<file path="config.mk">
export PLATFORM = sky130hd
export DESIGN_NAME = lsu_mem_ctrl_flat
export DESIGN_NICKNAME = d
export VERILOG_FILES = /design/src/rtl/rv_mem_defs.sv /design/src/rtl/lsu_mem_ctrl_if.sv /design/src/rtl/lsu_align.sv /design/src/rtl/lsu_mem_ctrl.sv /design/src/flat_wrapper.sv
export SDC_FILE = /design/constraint.sdc
export NUM_CORES = 1
export LEC_CHECK = 0
export ABC_AREA = 1
export CORE_MARGIN = 4
export CORE_UTILIZATION = 30
export CTS_BUF_LIST = sky130_fd_sc_hd__clkbuf_4
export DETAILED_ROUTE_END_ITERATION = 6
export PLACE_DENSITY = 0.57
export SETUP_SLACK_MARGIN = 0.5
export SYNTH_ARGS = -nofsm -noshare
export SYNTH_HDL_FRONTEND = slang
export SYNTH_SLANG_ARGS = --single-unit
export TNS_END_PERCENT = 10
</file>
<file path="constraint.sdc">
create_clock -name Clk -period 3.1 [get_ports Clk]
set_input_delay 0.93 -clock Clk [delete_from_list [all_inputs] [get_ports Clk]]
set_output_delay 0.93 -clock Clk [all_outputs]
set_load 0.01 [all_outputs]
</file>
<file path="src/rtl/rv_mem_defs.sv">
// Shared definitions for the load/store controller.
//   - default geometry of data_memory (word-address bits, data width)
//   - RV32I funct3 encodings for loads and stores
//   - controller FSM state encoding
package rv_mem_defs;

    localparam int unsigned N_ADDR_DEF = 8;
    localparam int unsigned N_BIT_DEF  = 32;

    localparam logic [2:0] F3_B  = 3'b000;
    localparam logic [2:0] F3_H  = 3'b001;
    localparam logic [2:0] F3_W  = 3'b010;
    localparam logic [2:0] F3_BU = 3'b100;
    localparam logic [2:0] F3_HU = 3'b101;

    typedef enum logic [2:0] {
        StIdle,
        StRd,
        StCap,
        StWr,
        StResp
    } lsu_state_e;

endpackage

</file>
<file path="src/rtl/lsu_mem_ctrl_if.sv">
// Core-request / memory bus bundle of the load/store controller.
//   master: the controller (accepts core requests, initiates memory accesses)
//   slave : the environment (core execute stage plus data_memory)
// Core side  : Req_valid/Req_ready/Req_we/Funct3/Byte_addr/Store_data,
//              Resp_valid/Resp_err/Load_data
// Memory side: Addr/Wr_data/MemRead/MemWrite/Rd_data
interface lsu_mem_ctrl_if import rv_mem_defs::*; #(
    parameter int unsigned n_addr = N_ADDR_DEF,
    parameter int unsigned n_bit  = N_BIT_DEF
) ();

    logic              Req_valid;
    logic              Req_ready;
    logic              Req_we;
    logic [2:0]        Funct3;
    logic [n_addr+1:0] Byte_addr;
    logic [n_bit-1:0]  Store_data;
    logic              Resp_valid;
    logic              Resp_err;
    logic [n_bit-1:0]  Load_data;
    logic [n_addr-1:0] Addr;
    logic [n_bit-1:0]  Wr_data;
    logic              MemRead;
    logic              MemWrite;
    logic [n_bit-1:0]  Rd_data;

    modport master (
        input  Req_valid, Req_we, Funct3, Byte_addr, Store_data, Rd_data,
        output Req_ready, Resp_valid, Resp_err, Load_data, Addr, Wr_data, MemRead, MemWrite
    );

    modport slave (
        output Req_valid, Req_we, Funct3, Byte_addr, Store_data, Rd_data,
        input  Req_ready, Resp_valid, Resp_err, Load_data, Addr, Wr_data, MemRead, MemWrite
    );

endinterface

</file>
<file path="src/rtl/lsu_align.sv">
// Combinational alignment unit of the load/store controller.
//   we, funct3, lane : access kind and byte offset within the word
//   store_data       : store operand (low byte/half used for SB/SH)
//   rd_data          : word read from memory
//   load_val         : selected byte/half/word, sign- or zero-extended
//   merged           : rd_data with the store operand merged at the lane
//   err              : illegal funct3 or misaligned access
module lsu_align import rv_mem_defs::*; #(
    parameter int unsigned n_bit = N_BIT_DEF
) (
    input  logic             we,
    input  logic [2:0]       funct3,
    input  logic [1:0]       lane,
    input  logic [n_bit-1:0] store_data,
    input  logic [n_bit-1:0] rd_data,
    output logic [n_bit-1:0] load_val,
    output logic [n_bit-1:0] merged,
    output logic             err
);

    logic [7:0]  sel_b;
    logic [15:0] sel_h;

    assign sel_b = rd_data[{lane, 3'b000} +: 8];
    assign sel_h = rd_data[{lane[1], 4'b0000} +: 16];

    always_comb begin
        load_val = '0;
        merged   = rd_data;
        err      = 1'b0;
        case (funct3)
            F3_B: begin
                load_val = {{(n_bit-8){sel_b[7]}}, sel_b};
                merged[{lane, 3'b000} +: 8] = store_data[7:0];
            end
            F3_H: begin
                err      = lane[0];
                load_val = {{(n_bit-16){sel_h[15]}}, sel_h};
                merged[{lane[1], 4'b0000} +: 16] = store_data[15:0];
            end
            F3_W: begin
                err      = (lane != 2'b00);
                load_val = rd_data;
                merged   = store_data;
            end
            // Unsigned variants exist only for loads.
            F3_BU: begin
                err      = we;
                load_val = {{(n_bit-8){1'b0}}, sel_b};
            end
            F3_HU: begin
                err      = we | lane[0];
                load_val = {{(n_bit-16){1'b0}}, sel_h};
            end
            default: err = 1'b1;
        endcase
    end

endmodule

</file>
<file path="src/rtl/lsu_mem_ctrl.sv">
// Load/store controller: turns byte-addressed RV32I loads/stores into word
// accesses on data_memory. Sub-word stores use read-modify-write.
//   Clk, Rst : clock, synchronous active-high reset
//   bus      : lsu_mem_ctrl_if.master (core request/response + memory bus)
module lsu_mem_ctrl import rv_mem_defs::*; #(
    parameter int unsigned n_addr = N_ADDR_DEF,
    parameter int unsigned n_bit  = N_BIT_DEF
) (
    input  logic           Clk,
    input  logic           Rst,
    lsu_mem_ctrl_if.master bus
);

    lsu_state_e        state_q, state_d;
    logic              we_q;
    logic [2:0]        f3_q;
    logic [n_addr+1:0] baddr_q;
    logic [n_bit-1:0]  sdata_q;
    logic [n_bit-1:0]  wdata_q;
    logic [n_bit-1:0]  ldata_q;
    logic              err_q;

    logic              idle;
    logic              accept;
    logic              cap;
    logic              al_we;
    logic [2:0]        al_f3;
    logic [1:0]        al_lane;
    logic [n_bit-1:0]  al_load;
    logic [n_bit-1:0]  al_merged;
    logic              al_err;

    assign idle = (state_q == StIdle);

    // In IDLE the aligner judges the incoming request (error check at accept);
    // afterwards it works on the latched request for extract/merge in CAP.
    assign al_we   = idle ? bus.Req_we         : we_q;
    assign al_f3   = idle ? bus.Funct3         : f3_q;
    assign al_lane = idle ? bus.Byte_addr[1:0] : baddr_q[1:0];

    lsu_align #(
        .n_bit (n_bit)
    ) u_align (
        .we         (al_we),
        .funct3     (al_f3),
        .lane       (al_lane),
        .store_data (sdata_q),
        .rd_data    (bus.Rd_data),
        .load_val   (al_load),
        .merged     (al_merged),
        .err        (al_err)
    );

    always_ff @(posedge Clk) begin
        if (Rst) begin
            state_q <= StIdle;
        end else begin
            state_q <= state_d;
        end
    end

    always_comb begin
        state_d = state_q;
        accept  = 1'b0;
        cap     = 1'b0;
        unique case (state_q)
            StIdle: begin
                if (bus.Req_valid) begin
                    accept = 1'b1;
                    if (al_err) begin
                        state_d = StResp;
                    end else if (bus.Req_we && (bus.Funct3 == F3_W)) begin
                        state_d = StWr;
                    end else begin
                        state_d = StRd;
                    end
                end
            end
            StRd:   state_d = StCap;
            StCap: begin
                cap     = 1'b1;
                state_d = we_q ? StWr : StResp;
            end
            StWr:   state_d = StResp;
            StResp: state_d = StIdle;
            default: state_d = StIdle;
        endcase
    end

    always_comb begin
        bus.Req_ready  = idle;
        bus.MemRead    = (state_q == StRd);
        bus.MemWrite   = (state_q == StWr);
        bus.Resp_valid = (state_q == StResp);
        bus.Resp_err   = (state_q == StResp) & err_q;
        bus.Load_data  = (state_q == StResp) ? ldata_q : '0;
        bus.Addr       = baddr_q[n_addr+1:2];
        bus.Wr_data    = wdata_q;
    end

    always_ff @(posedge Clk) begin
        if (Rst) begin
            we_q    <= 1'b0;
            f3_q    <= '0;
            baddr_q <= '0;
            sdata_q <= '0;
            wdata_q <= '0;
            ldata_q <= '0;
            err_q   <= 1'b0;
        end else begin
            if (accept) begin
                we_q    <= bus.Req_we;
                f3_q    <= bus.Funct3;
                baddr_q <= bus.Byte_addr;
                sdata_q <= bus.Store_data;
                wdata_q <= bus.Store_data;
                ldata_q <= '0;
                err_q   <= al_err;
            end
            if (cap) begin
                if (we_q) begin
                    wdata_q <= al_merged;
                end else begin
                    ldata_q <= al_load;
                end
            end
        end
    end

endmodule

</file>
<file path="src/flat_wrapper.sv">
// flat-port wrapper written by rule: the top's interface ports become plain ports
module lsu_mem_ctrl_flat import rv_mem_defs::*;
#(
    parameter int unsigned n_addr = N_ADDR_DEF,
    parameter int unsigned n_bit  = N_BIT_DEF
)
  (Clk, Rst, bus_Req_valid, bus_Req_we, bus_Funct3, bus_Byte_addr, bus_Store_data, bus_Rd_data, bus_Req_ready, bus_Resp_valid, bus_Resp_err, bus_Load_data, bus_Addr, bus_Wr_data, bus_MemRead, bus_MemWrite);
  lsu_mem_ctrl_if #(.n_addr(n_addr), .n_bit(n_bit)) bus_i ();
  input  logic Clk;
  input  logic Rst;
  input wire logic [$bits(bus_i.Req_valid)-1:0] bus_Req_valid;
  input wire logic [$bits(bus_i.Req_we)-1:0] bus_Req_we;
  input wire logic [$bits(bus_i.Funct3)-1:0] bus_Funct3;
  input wire logic [$bits(bus_i.Byte_addr)-1:0] bus_Byte_addr;
  input wire logic [$bits(bus_i.Store_data)-1:0] bus_Store_data;
  input wire logic [$bits(bus_i.Rd_data)-1:0] bus_Rd_data;
  output wire logic [$bits(bus_i.Req_ready)-1:0] bus_Req_ready;
  output wire logic [$bits(bus_i.Resp_valid)-1:0] bus_Resp_valid;
  output wire logic [$bits(bus_i.Resp_err)-1:0] bus_Resp_err;
  output wire logic [$bits(bus_i.Load_data)-1:0] bus_Load_data;
  output wire logic [$bits(bus_i.Addr)-1:0] bus_Addr;
  output wire logic [$bits(bus_i.Wr_data)-1:0] bus_Wr_data;
  output wire logic [$bits(bus_i.MemRead)-1:0] bus_MemRead;
  output wire logic [$bits(bus_i.MemWrite)-1:0] bus_MemWrite;
  assign bus_i.Req_valid = bus_Req_valid;
  assign bus_i.Req_we = bus_Req_we;
  assign bus_i.Funct3 = bus_Funct3;
  assign bus_i.Byte_addr = bus_Byte_addr;
  assign bus_i.Store_data = bus_Store_data;
  assign bus_i.Rd_data = bus_Rd_data;
  assign bus_Req_ready = bus_i.Req_ready;
  assign bus_Resp_valid = bus_i.Resp_valid;
  assign bus_Resp_err = bus_i.Resp_err;
  assign bus_Load_data = bus_i.Load_data;
  assign bus_Addr = bus_i.Addr;
  assign bus_Wr_data = bus_i.Wr_data;
  assign bus_MemRead = bus_i.MemRead;
  assign bus_MemWrite = bus_i.MemWrite;
  lsu_mem_ctrl #(.n_addr(n_addr), .n_bit(n_bit)) u_core (.Clk(Clk), .Rst(Rst), .bus(bus_i));
endmodule
</file>
==> results of run 1 <==
[layout make-up]
cell class	instances	area, um2
inverter	168	636
tap	324	405
multi-input combinational	907	4120
timing repair buffer	198	1840
antenna	1	2.50
clock inverter	8	41.3
fill	2658	14800
sequential	114	2280
clock buffer	22	165
[kinds of logic after synthesis]
kind of cell               share of synthesized area
and+or+nand+nor                                0.410
DFF                                            0.308
buffers and inverters                          0.142
adders and majority gates                    0.00506
AOI/OAI and AO/OA                              0.135
[registers in the layout (all words and copies together), names as in the netlist]
register            count
u_core.bus.Wr_data     32
u_core.state_q          3
u_core.baddr_q         10
u_core.sdata_q         32
u_core.we_q             1
u_core.f3_q             3
u_core.ldata_q         32
u_core.err_q            1
[worst max-delay path: stages (launching register included)]
cell	delay, ns
dfxtp_2	0.35
nor2_4	0.10
inv_1	0.08
nor2_4	0.12
clkdlybuf4s50_1	0.55
[layer usage]
metal / up-vias / wire, um / part of all wire / track usage
met5: - / 0 / 0 / 0
met4: 0 / 407 / 0.014 / 0.0526
met3: 22 / 2290 / 0.078 / 0.0467
met2: 306 / 12800 / 0.44 / 0.328
met1: 3832 / 13600 / 0.47 / 0.299
li1: 4205 / - / - / -
[synthesized netlist by cell type (all sizes together)]
cell type / instances / area (um2)
o21ai: 47 / 258
ha: 3 / 37.5
or2: 1 / 6.26
nor2: 172 / 699
buf: 52 / 318
nor4: 1 / 6.26
o211ai: 19 / 143
nand3: 127 / 678
clkinv: 1 / 3.75
nand3b: 1 / 7.51
nand2: 417 / 1630
dfxtp: 114 / 2280
nor3: 2 / 10.0
inv: 167 / 627
a21oi: 115 / 598
clkbuf: 29 / 109
nand4: 2 / 12.5
[through the flow]
| step | setup WS (ns) | util | cell area, um2 |
|---|---|---|---|
| finish | 0.436 | 0.390 | 9490 |
| global route | 0.330 | 0.390 | 9490 |
| CTS | 0.292 | 0.393 | 9560 |
| detailed placement | 0.0696 | 0.385 | 9370 |
| global placement | 0.0940 | 0.385 | 9370 |
| floorplan | 0.517 | - | 7430 |
[cell usage in the layout, fill, tap and decap left out, types with 3 or more instances in the layout]
| cell type | count |
|---|---|
| nand2_1 | 401 |
| nor2_1 | 162 |
| inv_1 | 161 |
| nand3_1 | 123 |
| clkdlybuf4s50_1 | 120 |
| dfxtp_1 | 112 |
| a21oi_1 | 109 |
| o21ai_0 | 40 |
| buf_4 | 30 |
| clkbuf_2 | 29 |
| clkbuf_4 | 22 |
| o211ai_1 | 19 |
| nand2_2 | 9 |
| buf_12 | 9 |
| nor2_4 | 7 |
| nand2_4 | 7 |
| a21oi_2 | 6 |
| clkinv_2 | 6 |
| o21ai_1 | 5 |
| buf_2 | 5 |
| inv_2 | 4 |
| nand3_4 | 3 |
| ha_1 | 3 |
[power by group through the flow]
stage	sequential (uW)	combinational (uW)	clock (uW)
global route	1850	4470	1020
finish	1820	4050	941
floorplan	1830	2570	0
CTS	1820	3950	965
global placement	1850	3920	0
detailed placement	1850	3920	0
[what timing repair did]
action	4_1_cts	5_1_grt
gates cloned	0	2
pin swaps	1	1
gates resized for setup	53	68
hold buffers	0	0
hold endpoints to repair	0	0
endpoints found under the setup margin	37	44
[final timing paths]
| kind | start | to | slack, ns |
|---|---|---|---|
| worst max-delay path | u_core.state_q[0] | bus_Resp_valid | 0.44 |
| worst min-delay path | u_core.baddr_q[5] | u_core.baddr_q[5] | 0.47 |
| worst min register to register | u_core.baddr_q[5] | u_core.baddr_q[5] | 0.47 |
| worst max register to register | u_core.state_q[2] | u_core.bus.Wr_data[20] | 0.73 |
==> impl_metrics.csv, run 1 <==
group,metric,value,unit
global_routing,first_global_vias,7972,
min_path,hold_class,"flip-flop to flip-flop",
yosys,ys_seq_area_frac,0.308,
worst_setup_path,crit_required,2.17,ns
place,dpl.cell_count,1709,
timing,slew_headroom,0.396,
min_path,hold_depth,2,
die,die-height,165,um
power,power.share.clock,0.138,
yosys,ys_ff_latch,114,
die,core,24300,um2
clock_tree,htree_levels,4,
clock_tree,cts_max_path_buffers,2,
timing,setup-violations-final,0,
routing,drc,0,
power,internal_power,3390,uW
global_routing,antenna_found_initial,1,
timing,fin_tns_setup,0,ns
routing,wl_per_cell,16.7,um
power,comb_power_share,0.594,
timing,max_freq,375,MHz
yosys,mappedNetlistNets,1354,
die,ioPinCount,158,
clock_tree,cts_tree,"built",
die,die_area,27300,um2
place,port_buffers,157,
worst_setup_path,critPathMaxFanout,2,
timing,rsz0062_at_grt,"yes",
power,p_switching,3420,uW
routing,vias,8365,
final_layout,instances_no_fill,1742,
timing,fin_crit,2.66,ns
clock_tree,clkLatencyLatePin,0.56,ns
power,leakagePower,0.00439,uW
yosys,syn_area_per_cell,5.84,um2
timing,slew_violations,0,
worst_setup_path,start_kind,"flip-flop",
global_routing,track_usage,0.212,
worst_setup_path,endpoint_kind,"output pin",
routing,drt-total-wl,29100,um
yosys,yosys.cell_types.count,30,
place,place_hpwl,21600,um
yosys,syn_inst,1270,
clock_tree,clkTransAtPathRegs,0.10,ns
timing,hold_slack,0.468,ns
routing,viasPerCell,4.80,
timing,post-route-period-util,0.859,
outcome,status,"complete, no violations",
routing,drt-initial-drc-count,795,
global_routing,overflow,0,
routing,ant_nets,0,
clock_tree,cts_root_buf,"clkbuf_4",
power,ir_worst_vdd,0.309,mV
place,gp_congestion,0.951,
job,drv_cap,0,
yosys,synth_warnings,0,
timing,clock_skew,0.0270,ns
power,sw_frac_of_total,0.502,
timing,worstMarginPinSlew,0.907,ns
die,rows,57,
power,p_seq_frac,0.268,
worst_setup_path,cp.arrival,1.73,ns
clock_tree,cts_made_buffers,17,
power,power.density,718,nW/um2
timing,finalHoldViolCount,0,
final_layout,areaGrowthSynthToFinish,27.9,%
routing,firstDrtPassIters,5,
yosys,netlist_area,7420,um2
power,finalPower,6810,uW
die,fp.dieW,165,um
global_routing,grt_pass1_wl,44900,um
worst_setup_path,path_class,"flip-flop to output pin",
final_layout,fin_nets,1490,
final_layout,drive_gt1_frac,0.107,
worst_setup_path,reg2reg_depth,15,
die,initial_utilization,0.305,
global_routing,grt_max_degree,74,
clock_tree,cts_sinks,114,
clock_tree,post_cts_buffers,0,
Power figures use the tool's default switching activity.
==> inputs of run 2 (changes only) <==
--- a/config.mk
+++ b/config.mk
@@ -10,9 +10,10 @@
 export CORE_UTILIZATION = 30
 export CTS_BUF_LIST = sky130_fd_sc_hd__clkbuf_4
 export DETAILED_ROUTE_END_ITERATION = 6
-export PLACE_DENSITY = 0.57
+export PLACE_DENSITY = 0.56
 export SETUP_SLACK_MARGIN = 0.5
 export SYNTH_ARGS = -nofsm -noshare
 export SYNTH_HDL_FRONTEND = slang
+export SYNTH_HIERARCHICAL = 1
 export SYNTH_SLANG_ARGS = --single-unit
 export TNS_END_PERCENT = 10
==> run 2 against run 1 <==
  * Die area up 11%
  * Count of clock-buffer cells in the layout shrank 4
  * Utilization rose by 0.068 points
  * First-iteration DRC count is 10% higher
  * Largest power group unchanged
  * Power up 42%
  * Register-to-register slack got worse by 0.23 ns
  * Sequential share of layout area fell by 2.4 points
  * Worst hold slack worse by 0.0016 ns
  * Final area increased by 11%
  * Worst setup slack got worse by 0.025 ns
  * Critical endpoint is now bus_Load_data[29]
  * Cell count increased by 16%
  * Synthesized area up 11%
  * Largest cell class unchanged
==> impl_metrics.csv, run 2 <==
group,metric,value,unit
outcome,status,"complete, no violations",
global_routing,antenna_found_initial,1,
die,core,27000,um2
clock_tree,cts_sinks,114,
yosys,async_flop_share,0,
timing,rsz0062_at_grt,"yes",
final_layout,layout_commonest_cell,"nand2_1",
timing,fin_crit,2.69,ns
worst_setup_path,crit_path_frequent_cell,"nor2_4",
die,fp.dieW,174,um
die,die_area,30200,um2
routing,wl_per_cell,15.7,um
power,p_switching,5010,uW
power,internal_power,4680,uW
routing,drt-total-wl,31800,um
final_layout,drive_gt1_frac,0.0929,
yosys,ys_seq_area_frac,0.277,
power,p_seq_frac,0.207,
final_layout,fin_nets,1753,
timing,slew_headroom,0.273,
place,place_hpwl,22900,um
global_routing,overflow,0,
yosys,synth_area_leaders,"dfxtp_1 28%, nand2_1 22%, nor2_1 14%, inv_1 9.7%, nand3_1 5.5%",
yosys,syn_area_per_cell,5.39,um2
min_path,hold_class,"flip-flop to flip-flop",
die,initial_utilization,0.305,
die,die-height,174,um
worst_setup_path,crit_required,2.17,ns
worst_setup_path,endpoint_kind,"output pin",
clock_tree,clkTransAtPathRegs,0.11,ns
routing,drc,0,
place,gp_congestion,0.943,
yosys,ys_ff_latch,114,
die,ioPinCount,158,
timing,slew_violations,0,
clock_tree,cts_tree,"built",
global_routing,track_usage,0.201,
final_layout,final_cell_mix,"485 x nand2_1, 308 x nor2_1, 212 x inv_1",
timing,worstMarginPinSlew,1.09,ns
clock_tree,cts_made_buffers,17,
timing,finalHoldViolCount,0,
yosys,syn_inst,1531,
routing,vias,9550,
timing,max_freq,372,MHz
worst_setup_path,critPathMaxFanout,9,
die,rows,60,
power,power.share.clock,0.114,
timing,hold_slack,0.467,ns
final_layout,areaGrowthSynthToFinish,28.1,%
routing,ant_nets,0,
worst_setup_path,cp_cell_sequence,"nor2_4, inv_2, nor2_4, inv_4, buf_12, nor2_2, clkdlybuf4s15_2",
clock_tree,cts_max_path_buffers,2,
yosys,synth-main-ff-cell,"dfxtp_1",
final_layout,multi_input_area,4690,um2
yosys,netlist_area,8250,um2
routing,viasPerCell,4.73,
worst_setup_path,start_kind,"flip-flop",
routing,firstDrtPassIters,5,
yosys,synth_warnings,6,
clock_tree,clkLatencyLatePin,0.55,ns
final_layout,regArea,2290,um2
worst_setup_path,cp.arrival,1.76,ns
global_routing,first_global_vias,8780,
timing,fin_tns_setup,0,ns
place,port_buffers,157,
clock_tree,cts_root_buf,"clkbuf_4",
power,sw_frac_of_total,0.517,
power,comb_power_share,0.679,
routing,drt-initial-drc-count,875,
worst_setup_path,cpPeakStageDelay,0.38,ns
yosys,synth_most_common_cell,"nand2_1",
yosys,synthTopCellsByCount,"487 x nand2_1, 317 x nor2_1, 214 x inv_1, 114 x dfxtp_1, 91 x nand3_1",
worst_setup_path,crit_path_top_delay_cell,"dfxtp_4",
timing,post-route-period-util,0.867,
global_routing,grt_pass1_wl,49400,um
timing,setup-violations-final,0,
job,drv_cap,0,
final_layout,num-fill-cells,3108,
clock_tree,hold_buffers,0,
yosys,synth_edf_count,0,
clock_tree,htree_levels,4,
worst_setup_path,path_class,"flip-flop to output pin",
global_routing,grt_max_degree,67,
yosys,synth_top_area_cell,"dfxtp_1",
power,ir_worst_vdd,0.618,mV
yosys,synth_top_cell_area_share,0.277,
yosys,mappedNetlistNets,1617,
timing,clock_skew,0.0241,ns
power,power.density,916,nW/um2
yosys,yosys.cell_types.count,25,
power,leakagePower,0.00524,uW
## run 2: changes by cell type in the layout (fill, tap and decap cells not counted), sizes merged, moves of 12 or more
cell and change:
nand2 +71, a21oi -58, o211ai -12, buf +31, nand3 -36, nor2 +150, inv +51, o21ai +24
nand4 +46, clkbuf -17
## run 2: per-layer routing
metal,up-vias,GRT usage,part of all wire
li1,4913,-,-
met5,-,0,0
met1,4309,0.294,0.48
met3,20,0.0299,0.060
met4,0,0.0435,0.012
met2,308,0.315,0.45
## run 2: repair_timing
action	4_1_cts	5_1_grt
pin swaps	2	1
endpoints found under the setup margin	40	100
setup buffers	5	1
cloned	1	2
resized for setup	101	43
## run 2: power by group through the flow
stage          Clock (uW)  Combinational (uW)  Sequential, uW
6_report             1110                6570            2000
5_1_grt              1210                7330            2040
3_3_place_gp            0                6240            2030
3_5_place_dp            0                6220            2030
2_1_floorplan           0                4140            2000
4_1_cts              1150                6420            2000
## run 2: final timing paths
kind | from | end | slack (ns) | cells after the start
max | u_core/state_q[0] | bus_Load_data[29] | 0.41 | 7
min | u_core/sdata_q[21] | u_core/sdata_q[21] | 0.47 | 2
max reg2reg | u_core/state_q[0] | u_core/bus.Wr_data[11] | 0.50 | 18
min reg2reg | u_core/sdata_q[21] | u_core/sdata_q[21] | 0.47 | 2
## run 2: area by class of cell
type | count | area share
Clock inverter | 13 | 0.0114
Sequential cell | 114 | 0.217
Tap cell | 341 | 0.0404
Clock buffer | 18 | 0.0128
Timing Repair Buffer | 219 | 0.195
Inverter | 222 | 0.0799
Antenna cell | 1 | 0.000237
Multi-Input combinational cell | 1093 | 0.443
## run 2: worst max-delay path, delay by kind of cell, from the launching register on
family | cells | cell delay [ns]
buf+inv | 4 | 0.52
flops | 1 | 0.38
simple gates | 3 | 0.32
## run 2: kinds of logic (layout without fill, tap and decap cells)
kind of cell,count (synthesis),count (layout),share of synthesized area
AND/OR/NAND/NOR,953,953,0.468
adder cells (fa/ha/maj),5,5,0.00758
flip-flops,114,114,0.277
buffers and inverters,324,472,0.163
AO/OA/AOI/OAI,135,135,0.0844
other,0,1,0
## run 2: metrics by stage
| step | util | total power, uW | setup WS, ns | instances | area, um2 |
|---|---|---|---|---|---|
| 6_report | 0.391 | 9680 | 0.411 | 2021 | 10600 |
| 5_1_grt | 0.391 | 10600 | 0.280 | 2021 | 10600 |
| 4_1_cts | 0.394 | 9580 | 0.303 | 2017 | 10600 |
| 3_5_place_dp | 0.380 | 8250 | 0.0316 | 1980 | 10300 |
| 3_3_place_gp | 0.380 | 8270 | 0.00381 | 1980 | 10300 |
| 2_1_floorplan | - | 6140 | 0.523 | 1531 | 8280 |
==> inputs of run 3 (changes only) <==
==> constraint.sdc (replaced) <==
create_clock -name Clk -period 3.1 [get_ports Clk]
set_input_delay 0.31 -clock Clk [delete_from_list [all_inputs] [get_ports Clk]]
set_output_delay 0.31 -clock Clk [all_outputs]
set_load 0.01 [all_outputs]
==> run 3 against run 2 <==
  * Register-to-register slack improved by 0.08 ns
  * Highest routed layer unchanged
  * Sequential share of layout area is essentially flat
  * Via count decreased by 1.3%
  * Critical path type unchanged
==> impl_metrics.csv, run 3 (synthesis gave the netlist of run 2 again) <==
group,metric,value,unit
outcome,status,"complete, no violations",
clock_tree,cts_root_buf,"clkbuf_4",
worst_setup_path,path_class,"flip-flop to output pin",
worst_setup_path,cp.arrival,2.27,ns
worst_setup_path,path_buf_inv,4,
final_layout,drive_gt1_frac,0.0640,
routing,ant_nets,0,
timing,finalHoldViolCount,0,
min_path,hold_class,"input port to flip-flop",
timing,post-route-period-util,0.833,
timing,slew_violations,0,
global_routing,grt_max_degree,70,
global_routing,first_global_vias,8611,
timing,worstMarginPinSlew,1.07,ns
final_layout,areaGrowthSynthToFinish,27.8,%
global_routing,antenna_found_initial,1,
place,dpl.cell_count,1950,
routing,firstDrtPassIters,6,
timing,clock_skew,0.0203,ns
final_layout,layout_commonest_cell,"nand2_1",
worst_setup_path,endpoint_kind,"output pin",
timing,setup-violations-final,0,
timing,fin_tns_setup,0,ns
timing,max_freq,387,MHz
routing,drt-total-wl,30600,um
timing,fin_crit,2.58,ns
clock_tree,cts_sinks,114,
worst_setup_path,cpPeakStageDelay,0.54,ns
final_layout,num-fill-cells,3080,
power,leakagePower,0.00507,uW
timing,hold_slack,0.271,ns
routing,vias,9428,
worst_setup_path,cp_cell_sequence,"inv_2, buf_4, nand3_1, inv_1, clkdlybuf4s50_1",
power,ir_worst_vdd,0.444,mV
final_layout,instances_no_fill,1997,
routing,drt-initial-drc-count,872,
routing,viasPerCell,4.72,
clock_tree,cts_tree,"built",
place,place_hpwl,21800,um
die,rows,60,
die,core,27000,um2
clock_tree,cts_made_buffers,17,
clock_tree,hold_buffers,0,
worst_setup_path,crit_path_top_delay_cell,"clkdlybuf4s50_1",
die,ioPinCount,158,
die,die-height,174,um
routing,drc,0,
final_layout,fin_nets,1728,
timing,slew_headroom,0.283,
worst_setup_path,crit_required,2.79,ns
die,fp.dieW,174,um
clock_tree,cts_max_path_buffers,2,
power,finalPower,9530,uW
worst_setup_path,start_kind,"flip-flop",
die,initial_utilization,0.305,
die,die_area,30200,um2
clock_tree,htree_levels,4,
final_layout,final_cell_mix,"481 x nand2_1, 314 x nor2_1, 211 x inv_1",
worst_setup_path,critPathMaxFanout,35,
global_routing,track_usage,0.195,
place,port_buffers,157,
power,power.density,904,nW/um2
job,drv_cap,0,
place,gp_congestion,0.944,
global_routing,grt_pass1_wl,47800,um
timing,rsz0062_at_grt,"yes",
routing,wl_per_cell,15.3,um
global_routing,overflow,0,
clock_tree,clkTransAtPathRegs,0.13,ns
clock_tree,clkLatencyLatePin,0.55,ns
worst_setup_path,crit_family,"buffers and inverters",
-- run 3: power breakdown --
group          switching [uW]  internal (uW)  total [uW]
clock network             694            648        1340
registers                 234           1770        2010
logic                    4020           2160        6180
-- run 3: repair_timing --
action                                  in CTS  in global routing
endpoints found under the setup margin      55                 98
buffers inserted                             8                  4
pin swaps                                    1                  4
gates resized for setup                     13                 33
gates cloned                                 1                  1
-- run 3: through the flow --
step | utilization | setup WS (ns) | instance area (um2)
after floorplan | - | 0.508 | 8280
after global placement | 0.369 | 0.415 | 9980
after detailed placement | 0.369 | 0.392 | 9980
after CTS | 0.385 | 0.420 | 10400
after global routing | 0.390 | 0.355 | 10500
final | 0.390 | 0.517 | 10500
-- run 3: final cells by class --
type,instances,area [um2],share of cell area
clock inverter,15,208,0.0197
multi-input combinational,1093,4710,0.447
antenna,1,2.50,0.000237
inverter,222,848,0.0804
timing repair inverter,1,7.51,0.000712
timing repair buffer,193,1930,0.183
sequential,114,2290,0.217
clock buffer,17,128,0.0121
tap,341,427,0.0405
-- run 3: worst paths after layout --
check	to	startpoint	cells past startpoint	slack, ns
setup reg to reg	u_core/state_q[1]	u_core/state_q[1]	16	0.58
setup / recovery	bus_MemRead	u_core/state_q[2]	5	0.52
hold / removal	u_core/sdata_q[15]	bus_Req_valid	3	0.27
hold reg to reg	u_core/sdata_q[9]	u_core/sdata_q[9]	2	0.47
-- run 3: worst reg2reg max path, delay by kind of cell (launching register included) --
family,cells,cell delay [ns]
AND/OR/NAND/NOR,8,0.97
AO/OA/AOI/OAI,2,0.34
adder cells (fa/ha/maj),1,0.23
flip-flops,1,0.36
buffers and inverters,5,0.55
-- run 3: metal layers --
layer / global-route usage / vias to the layer above / routed length (um)
met5: 0 / - / 0
met4: 0.0531 / 0 / 644
met1: 0.282 / 4214 / 14800
li1: - / 4861 / -
met3: 0.0327 / 34 / 1690
met2: 0.299 / 319 / 13400
